$ cat config.mk
export PLATFORM = sky130hd
export DESIGN_NAME = time_display_flat
export DESIGN_NICKNAME = d
export VERILOG_FILES = /design/src/rtl/time_display_if.sv /design/src/rtl/time_display.sv /design/src/flat_wrapper.sv
export SDC_FILE = /design/constraint.sdc
export NUM_CORES = 1
export LEC_CHECK = 0
export CAP_MARGIN = 0
export CORE_MARGIN = 3
export CORE_UTILIZATION = 54
export DETAILED_ROUTE_END_ITERATION = 10
export PLACE_DENSITY = 0.88
export SLEW_MARGIN = 20
export SYNTH_ARGS = -nofsm -noshare
export SYNTH_HDL_FRONTEND = slang
export SYNTH_SLANG_ARGS = --single-unit
$ cat constraint.sdc
create_clock -name clk -period 2.65 [get_ports clk]
set_input_delay 0.265 -clock clk [delete_from_list [all_inputs] [get_ports clk]]
set_output_delay 0.265 -clock clk [all_outputs]
set_load 0.005 [all_outputs]
$ cat src/rtl/time_display_if.sv
// time_display_if: time word in, multiplexed seven-segment drive out
interface time_display_if;
   logic [23:0] t_in;
   logic [5:0]  an;
   logic [6:0]  seg;
   logic        dp;
   logic        frame_done;
   modport master (output t_in, input an, seg, dp, frame_done);
   modport slave (input t_in, output an, seg, dp, frame_done);
endinterface

$ cat src/rtl/time_display.sv
// time_display: six-digit multiplexed common-anode driver with per-frame time snapshot
module time_display #(
   parameter int SCAN_DIV = 50000,
   parameter bit BLANK_LZ = 1'b1
) (
   input logic clk,
   input logic clr,
   time_display_if.slave bus
);
   localparam int PW = $clog2(SCAN_DIV);
   localparam logic [PW-1:0] P_MAX = PW'(SCAN_DIV - 1);
   logic [PW-1:0] p_q, p_d;
   logic [2:0]    d_q, d_d;
   logic [23:0]   sh_q, sh_d, shr;
   logic          lp_q, lp_d;
   logic [5:0]    an_q, an_d;
   logic [6:0]    seg_q, seg_d;
   logic          dp_q, dp_d, fd_q, fd_d, tick, wrap;
   logic [3:0]    v;
   function automatic logic [6:0] enc(input logic [3:0] x);
      case (x)
         4'd0: enc = 7'b1000000;
         4'd1: enc = 7'b1111001;
         4'd2: enc = 7'b0100100;
         4'd3: enc = 7'b0110000;
         4'd4: enc = 7'b0011001;
         4'd5: enc = 7'b0010010;
         4'd6: enc = 7'b0000010;
         4'd7: enc = 7'b1111000;
         4'd8: enc = 7'b0000000;
         4'd9: enc = 7'b0010000;
         default: enc = 7'b0111111;
      endcase
   endfunction
   always_comb begin
      tick = p_q == P_MAX;
      wrap = tick && d_q == 3'd5;
      p_d = tick ? '0 : p_q + 1'b1;
      d_d = tick ? (wrap ? 3'd0 : d_q + 3'd1) : d_q;
      sh_d = (lp_q || wrap) ? bus.t_in : sh_q;
      lp_d = 1'b0;
      shr = sh_q >> {d_q, 2'b00};
      v = shr[3:0];
      an_d = p_q == '0 ? 6'h3f : ~(6'b1 << d_q);
      seg_d = (BLANK_LZ && d_q == 3'd5 && v == 4'd0) ? 7'h7f : enc(v);
      dp_d = !((d_q == 3'd2 || d_q == 3'd4) && !sh_q[0]);
      fd_d = wrap;
   end
   always_ff @(posedge clk or negedge clr) begin
      if (!clr) begin
         p_q <= '0;
         d_q <= 3'd0;
         sh_q <= '0;
         lp_q <= 1'b1;
         an_q <= 6'h3f;
         seg_q <= 7'h7f;
         dp_q <= 1'b1;
         fd_q <= 1'b0;
      end else begin
         p_q <= p_d;
         d_q <= d_d;
         sh_q <= sh_d;
         lp_q <= lp_d;
         an_q <= an_d;
         seg_q <= seg_d;
         dp_q <= dp_d;
         fd_q <= fd_d;
      end
   end
   assign bus.an = an_q;
   assign bus.seg = seg_q;
   assign bus.dp = dp_q;
   assign bus.frame_done = fd_q;
endmodule

$ cat src/flat_wrapper.sv
// flat-port wrapper written by rule: the top's interface ports become plain ports
module time_display_flat 
#(
   parameter int SCAN_DIV = 50000,
   parameter bit BLANK_LZ = 1'b1
)
  (clk, clr, bus_t_in, bus_an, bus_seg, bus_dp, bus_frame_done);
  time_display_if bus_i ();
  input logic clk;
  input logic clr;
  input wire logic [$bits(bus_i.t_in)-1:0] bus_t_in;
  output wire logic [$bits(bus_i.an)-1:0] bus_an;
  output wire logic [$bits(bus_i.seg)-1:0] bus_seg;
  output wire logic [$bits(bus_i.dp)-1:0] bus_dp;
  output wire logic [$bits(bus_i.frame_done)-1:0] bus_frame_done;
  assign bus_i.t_in = bus_t_in;
  assign bus_an = bus_i.an;
  assign bus_seg = bus_i.seg;
  assign bus_dp = bus_i.dp;
  assign bus_frame_done = bus_i.frame_done;
  time_display #(.SCAN_DIV(SCAN_DIV), .BLANK_LZ(BLANK_LZ)) u_core (.clk(clk), .clr(clr), .bus(bus_i));
endmodule
-- Word-level counts from Yosys, hierarchy flattened
Memory sizes are Yosys's and may differ from the RTL's.
Index checks and enable logic that the tools add are counted.
- ROM bits: 112
- flip-flop bits (word level): 59
- output and inout bits: 15
- input bits: 26
- memories: 1
- shift-type cells: 2
- $add $sub $neg: 2
- multiplexer cells: 4
- eq/ne operators: 4
- bitwise gates (word level): 1
- reduce and logical (&&, ||, !) cells: 9
- memories (name ; depth ; width ; rd ports ; clocked after memory_dff ; wr ports ; RTL line ; source):
    (name not given) ; 16 ; 7 ; 1 ; 0 ; 0 ; time_display.sv:21 ; case (x)
- operators by type and width (cell ; number):
    right shift 24 x 5 -> 4 bit ; 1
    adder 16 x 1 -> 16 bit (second input constant) ; 1
    equality test 16 bit (second input constant) ; 1
    zero test 16 bit ; 1
    2-to-1 mux 16 bit ; 1
    2-to-1 mux 7 bit ; 1
    equality test 3 bit (second input constant) ; 2
    2-to-1 mux 6 bit ; 1
    inverter 6 bit ; 1
    left shift 1 x 3 -> 6 bit (first input constant) ; 1
    zero test 4 bit ; 1
    adder 3 x 1 -> 3 bit (second input constant) ; 1
    equality test 3 x 2 -> 1 bit (second input constant) ; 1
    logical AND 1 bit ; 3
    2-to-1 mux 3 bit ; 1
    zero test 1 bit ; 2
    logical OR 1 bit ; 2

-- Depth between registers and ports, before layout
- depth after elaboration: 4
- mapped depth: 9

-- Worst setup path after synthesis
Ideal clock, no wire load.
- path kind: reg2reg
- start point: register u_core.d_q[1]
- end point: register u_core.seg_q[4] (netlist: u_core.bus.seg[4])
- period minus slack after synthesis: 2230 ps
- arrival: 2153 ps
- setup slack: 420 ps
- cell stages (with the launch flop): 9
- cell sequence: dfrtp_1 clkbuf_1 mux2_2 a31oi_1 ha_1 nand3_1 nand2b_1 and4_1 a31oi_1
- word-level cells in the longest chain between the ends: 4
- elaborated cells on any way between the ends: 6
- ends and longest elaborated chain (item ; RTL line ; source):
    start, declared ; time_display.sv:13 ; logic [2:0] d_q, d_d;
    start signal, assigned ; time_display.sv:52 ; d_q <= 3'd0;
    start signal, assigned ; time_display.sv:61 ; d_q <= d_d;
    branches (longest 3 deep; another with memory (16 x 7 bit)) ; -- ;
    2-to-1 mux 7 bit (*) ; time_display.sv:45 ; seg_d = (BLANK_LZ && d_q == 3'd5 && v == 4'd0) ? 7'h7f : enc(v);
    net u_core.seg_d[4] ; time_display.sv:17 ; logic [6:0] seg_q, seg_d;
    end signal, assigned ; time_display.sv:65 ; seg_q <= seg_d;
    end, declared ; time_display.sv:17 ;
Mark *: on every way through the listed nets, which the timed path passes.
A chain may end at the register's enable or synchronous reset.

-- Final worst setup path
- start point: register u_core.p_q[0]
- end point: register u_core.sh_q[9]
- word-level cells in the longest chain between the ends: 3
- ends and longest elaborated chain (item ; RTL line ; source):
    start, declared ; time_display.sv:12 ; logic [PW-1:0] p_q, p_d;
    start signal, assigned ; time_display.sv:60 ; p_q <= p_d;
    equality test 16 bit ; time_display.sv:36 ; tick = p_q == P_MAX;
    logical AND 1 bit ; time_display.sv:37 ; wrap = tick && d_q == 3'd5;
    logical OR 1 bit ; time_display.sv:40 ; sh_d = (lp_q || wrap) ? bus.t_in : sh_q;
    end signal, assigned ; time_display.sv:53 ; sh_q <= '0;
    end signal, assigned ; time_display.sv:62 ; sh_q <= sh_d;
    end, declared ; time_display.sv:14 ; logic [23:0] sh_q, sh_d, shr;
Every way passes these cells.

==> summary.txt <==
Clock network
  • Number of setup buffers added after CTS: 0
  • Root buffer cell: clkbuf_8
  • Clock sinks: around 60
  • Clock slew at reported path FFs: about 0.070 ns
  • CTS Buffer Depth: 2
  • H-tree lvl count: 3
  • Clock latency on the worst-skew pair: about 0.34 ns
  • Num CTS Buffers: 9
  • CTS tree: built

Yosys
  • Post-synth top flop: dfrtp_1
  • Syn avg cell area: 12.33 sq um
  • Main combinational cell family by area after synthesis: multiplexers
  • Synth warnings: 0
  • Synthesized cell area: 2898 sq um
  • Post-synth EDFFs: 0
  • Post-Synthesis Cells: about 240
  • Multiplexer area fraction after synthesis: 17.44%
  • Synth Area in Simple Gates: about an eighth
  • Most instantiated library cell after synthesis: dfrtp_1
  • Post-Syn Nets: 274
  • Post-synth cell types: between 40 and 50
  • Cell accounting for the most synthesized area: dfrtp_1
  • Synth async-reset ratio: 100.0%
  • Commonest cells in the netlist: dfrtp_1, mux2_4, nand2_1, dfstp_2, nor2_1
  • Synth area leaders: dfrtp_1, dfstp_2, mux2_4
  • Adder-cell area share of the yosys netlist: under 10%
  • Register area share after synthesis: 51.60%
  • Xor and xnor fraction of the mapped netlist area: under 10%
  • FF+latch count, synth: 59
  • Post-synthesis compound-gate area fraction: 5.656%
  • Area share of the largest cell type after synthesis: between 30% and 40%

STA
  • Max-slew headroom: 29.53%
  • Skew final: around 0.014 ns
  • Min cycle time layout: 2.486 ns
  • Final period util: 93.83%
  • RSZ-0062 raised after global routing: no
  • Final setup fails: 0
  • Setup WS post-layout: around 0.16 ns
  • Tightest Pin Transition: 1.057 ns
  • Final Slew Violations: 0
  • Final Hold Violating Endpoints: 0
  • Fmax: between 0.4 and 0.5 GHz
  • Setup TNS: 0 ns
  • Hold Slack: 0.4989 ns

Route
  • Drc violations: 0
  • 1st-iter DRT viols: around 160
  • Via count: 1915
  • Total wire length: roughly 5400 microns
  • Avg Vias per Cell: approximately 5.3
  • Drt first pass iters: 5
  • Drt wl/cell: roughly 15 microns
  • Antenna-violating nets left: 0

Status
  • Status: completed

Placed design
  • PortBufs: 40
  • Post-DP Area: roughly 3400 sq um
  • Post-placement cell count: 341
  • Place WS: roughly 0.12 ns
  • Final Wtd Congestion: about 0.82
  • DPL Wire Length: between 3000 and 4000 microns

Floorplanning
  • Die X: 79.26 microns
  • I/O pins: 41
  • Die height: approximately 79 microns
  • Die area: between 6000 and 7000 sq um
  • Rows: 26
  • Initial core utilization: a little under three fifths
  • Core area: 5140 sq um

Hold path
  • Worst min path class: reg -> reg

Pwr
  • Total Power: roughly 2.1 mW
  • Int Power: roughly 1.7 mW
  • Lkg Pwr: 1.543 nW
  • Power share of the sequential group: a little under half
  • Comb power frac: between 10% and 20%
  • Clock network power share: between 40 and 50%
  • Switching part of the total: 21.69%
  • Worst vdd ir: between 0.0004 and 0.0005 V
  • Pwr Density: around 590 nW/um^2
  • Sw Pwr: 459.0 uW

Global route
  • Overflow after GRT: 0
  • Total GRT Usage: 19.22%
  • First-pass GRT wire length: 9108 microns
  • Initial antenna violation count: 0
  • Vias in the first global route: approximately 1.9k
  • Largest net degree at the start of global routing: 31

Setup path
  • CP arrival: roughly 2.7 ns
  • CP max stage cell: a31oi_4
  • CP Launch Type: flop
  • Critical path class: reg -> reg
  • Critical Path RT: 2.86 ns
  • R2R setup slack: between 0.15 and 0.2 ns
  • Largest stage delay on the critical path: 0.86 ns
  • CP endpoint kind: flop
  • Bufs and invs on worst path: 0
  • Crit path cell chain: ha_1 -> nand3_1 -> nor3_1 -> and2_1 -> a31oi_4 -> mux2_2
  • Crit-path max FO: 24
  • Delay-heaviest family, CP: compound AO/OA/AOI/OAI gates

Layout
  • Final Net Count: around 320
  • Core Util, Final: between 70 and 80%
  • Final instance area: 3612 sq um
  • Layout cell share with drive strength beyond 1: 25.00%
  • N_diodes: 0
  • Area Overhead vs Synth: 24.65%
  • Fin cells: 358

Job
  • Maxcap violations: 0
[path summary, 6_finish.rpt]
path,from,endpoint,depth (start not counted)
hold / removal,u_core.p_q[12],u_core.p_q[12],1
setup reg to reg,u_core.p_q[0],u_core.sh_q[9],6
setup / recovery,u_core.p_q[0],u_core.sh_q[9],6
min in group asynchronous,clr,u_core.sh_q[19],2
hold reg to reg,u_core.p_q[12],u_core.p_q[12],1
max in group asynchronous,clr,u_core.lp_q,3
[flip-flops by register name (all words and copies together) (netlist names)]
register / count
u_core.p_q: 16
u_core.bus.dp: 1
u_core.d_q: 3
u_core.lp_q: 1
u_core.bus.an: 6
u_core.bus.frame_done: 1
u_core.bus.seg: 7
u_core.sh_q: 24
[cells in the final DEF, fill, tap and decap left out, drive strengths merged, types with 2 or more instances in the layout]
cell type,n
a21oi,4
a22o,2
a22oi,2
a31oi,4
and3,2
buf,5
clkbuf,15
clkdlybuf4s50,39
dfrtp,44
dfstp,15
ha,13
inv,7
mux2,28
mux2i,7
mux4,2
nand2,17
nand2b,4
nand3,14
nor2,15
nor2b,2
nor3,6
nor4,3
o21ai,8
or3,2
xnor2,6
xor2,7
[cell type report]
| cell class | count | area, sq um |
|---|---|---|
| Clock buffer | 15 | 186.4 |
| Clock inverter | 1 | 30.03 |
| Fill cell | 374 | 1528 |
| Inverter | 8 | 30.03 |
| Multi-Input combinational cell | 160 | 1333 |
| Sequential cell | 59 | 1498 |
| Tap cell | 70 | 87.58 |
| Timing Repair Buffer | 45 | 447.9 |
[kinds of logic (layout without fill, tap and decap cells)]
logic type / after synthesis / after routing
compound gates: 24 / 24
buf+inv: 16 / 69
xor+xnor: 13 / 13
simple gates: 72 / 72
other cells: 1 / 1
fa+ha+maj: 13 / 13
flops: 59 / 59
mux: 37 / 37
[per-layer routing]
metal  routed length (microns)  global-route usage [%]  share of wire (%)  up-vias
li1                          -                       -                  -      919
met1                      2439                   24.36                 45      931
met2                      2660                   29.88                 49       52
met3                       206                   5.215                3.8       13
met4                       133                   10.48                2.4        0
met5                         0                       0                  0        -
[what timing repair did]
item | 4_1_cts | 5_1_grt
hold buffers | 1 | 0
setup endpoints to repair | 0 | 7
resized for setup | 0 | 4
hold endpoints to repair | 26 | 0
[power groups by stage]
stage	registers, mW	clock network (mW)	logic [mW]
6_report	0.996	0.872	0.248
5_1_grt	1.00	0.935	0.270
4_1_cts	0.996	0.881	0.248
3_5_place_dp	1.01	0	0.243
3_3_place_gp	1.01	0	0.235
2_1_floorplan	1.00	0	0.130
Note: power is estimated with default switching activity, not from simulation.
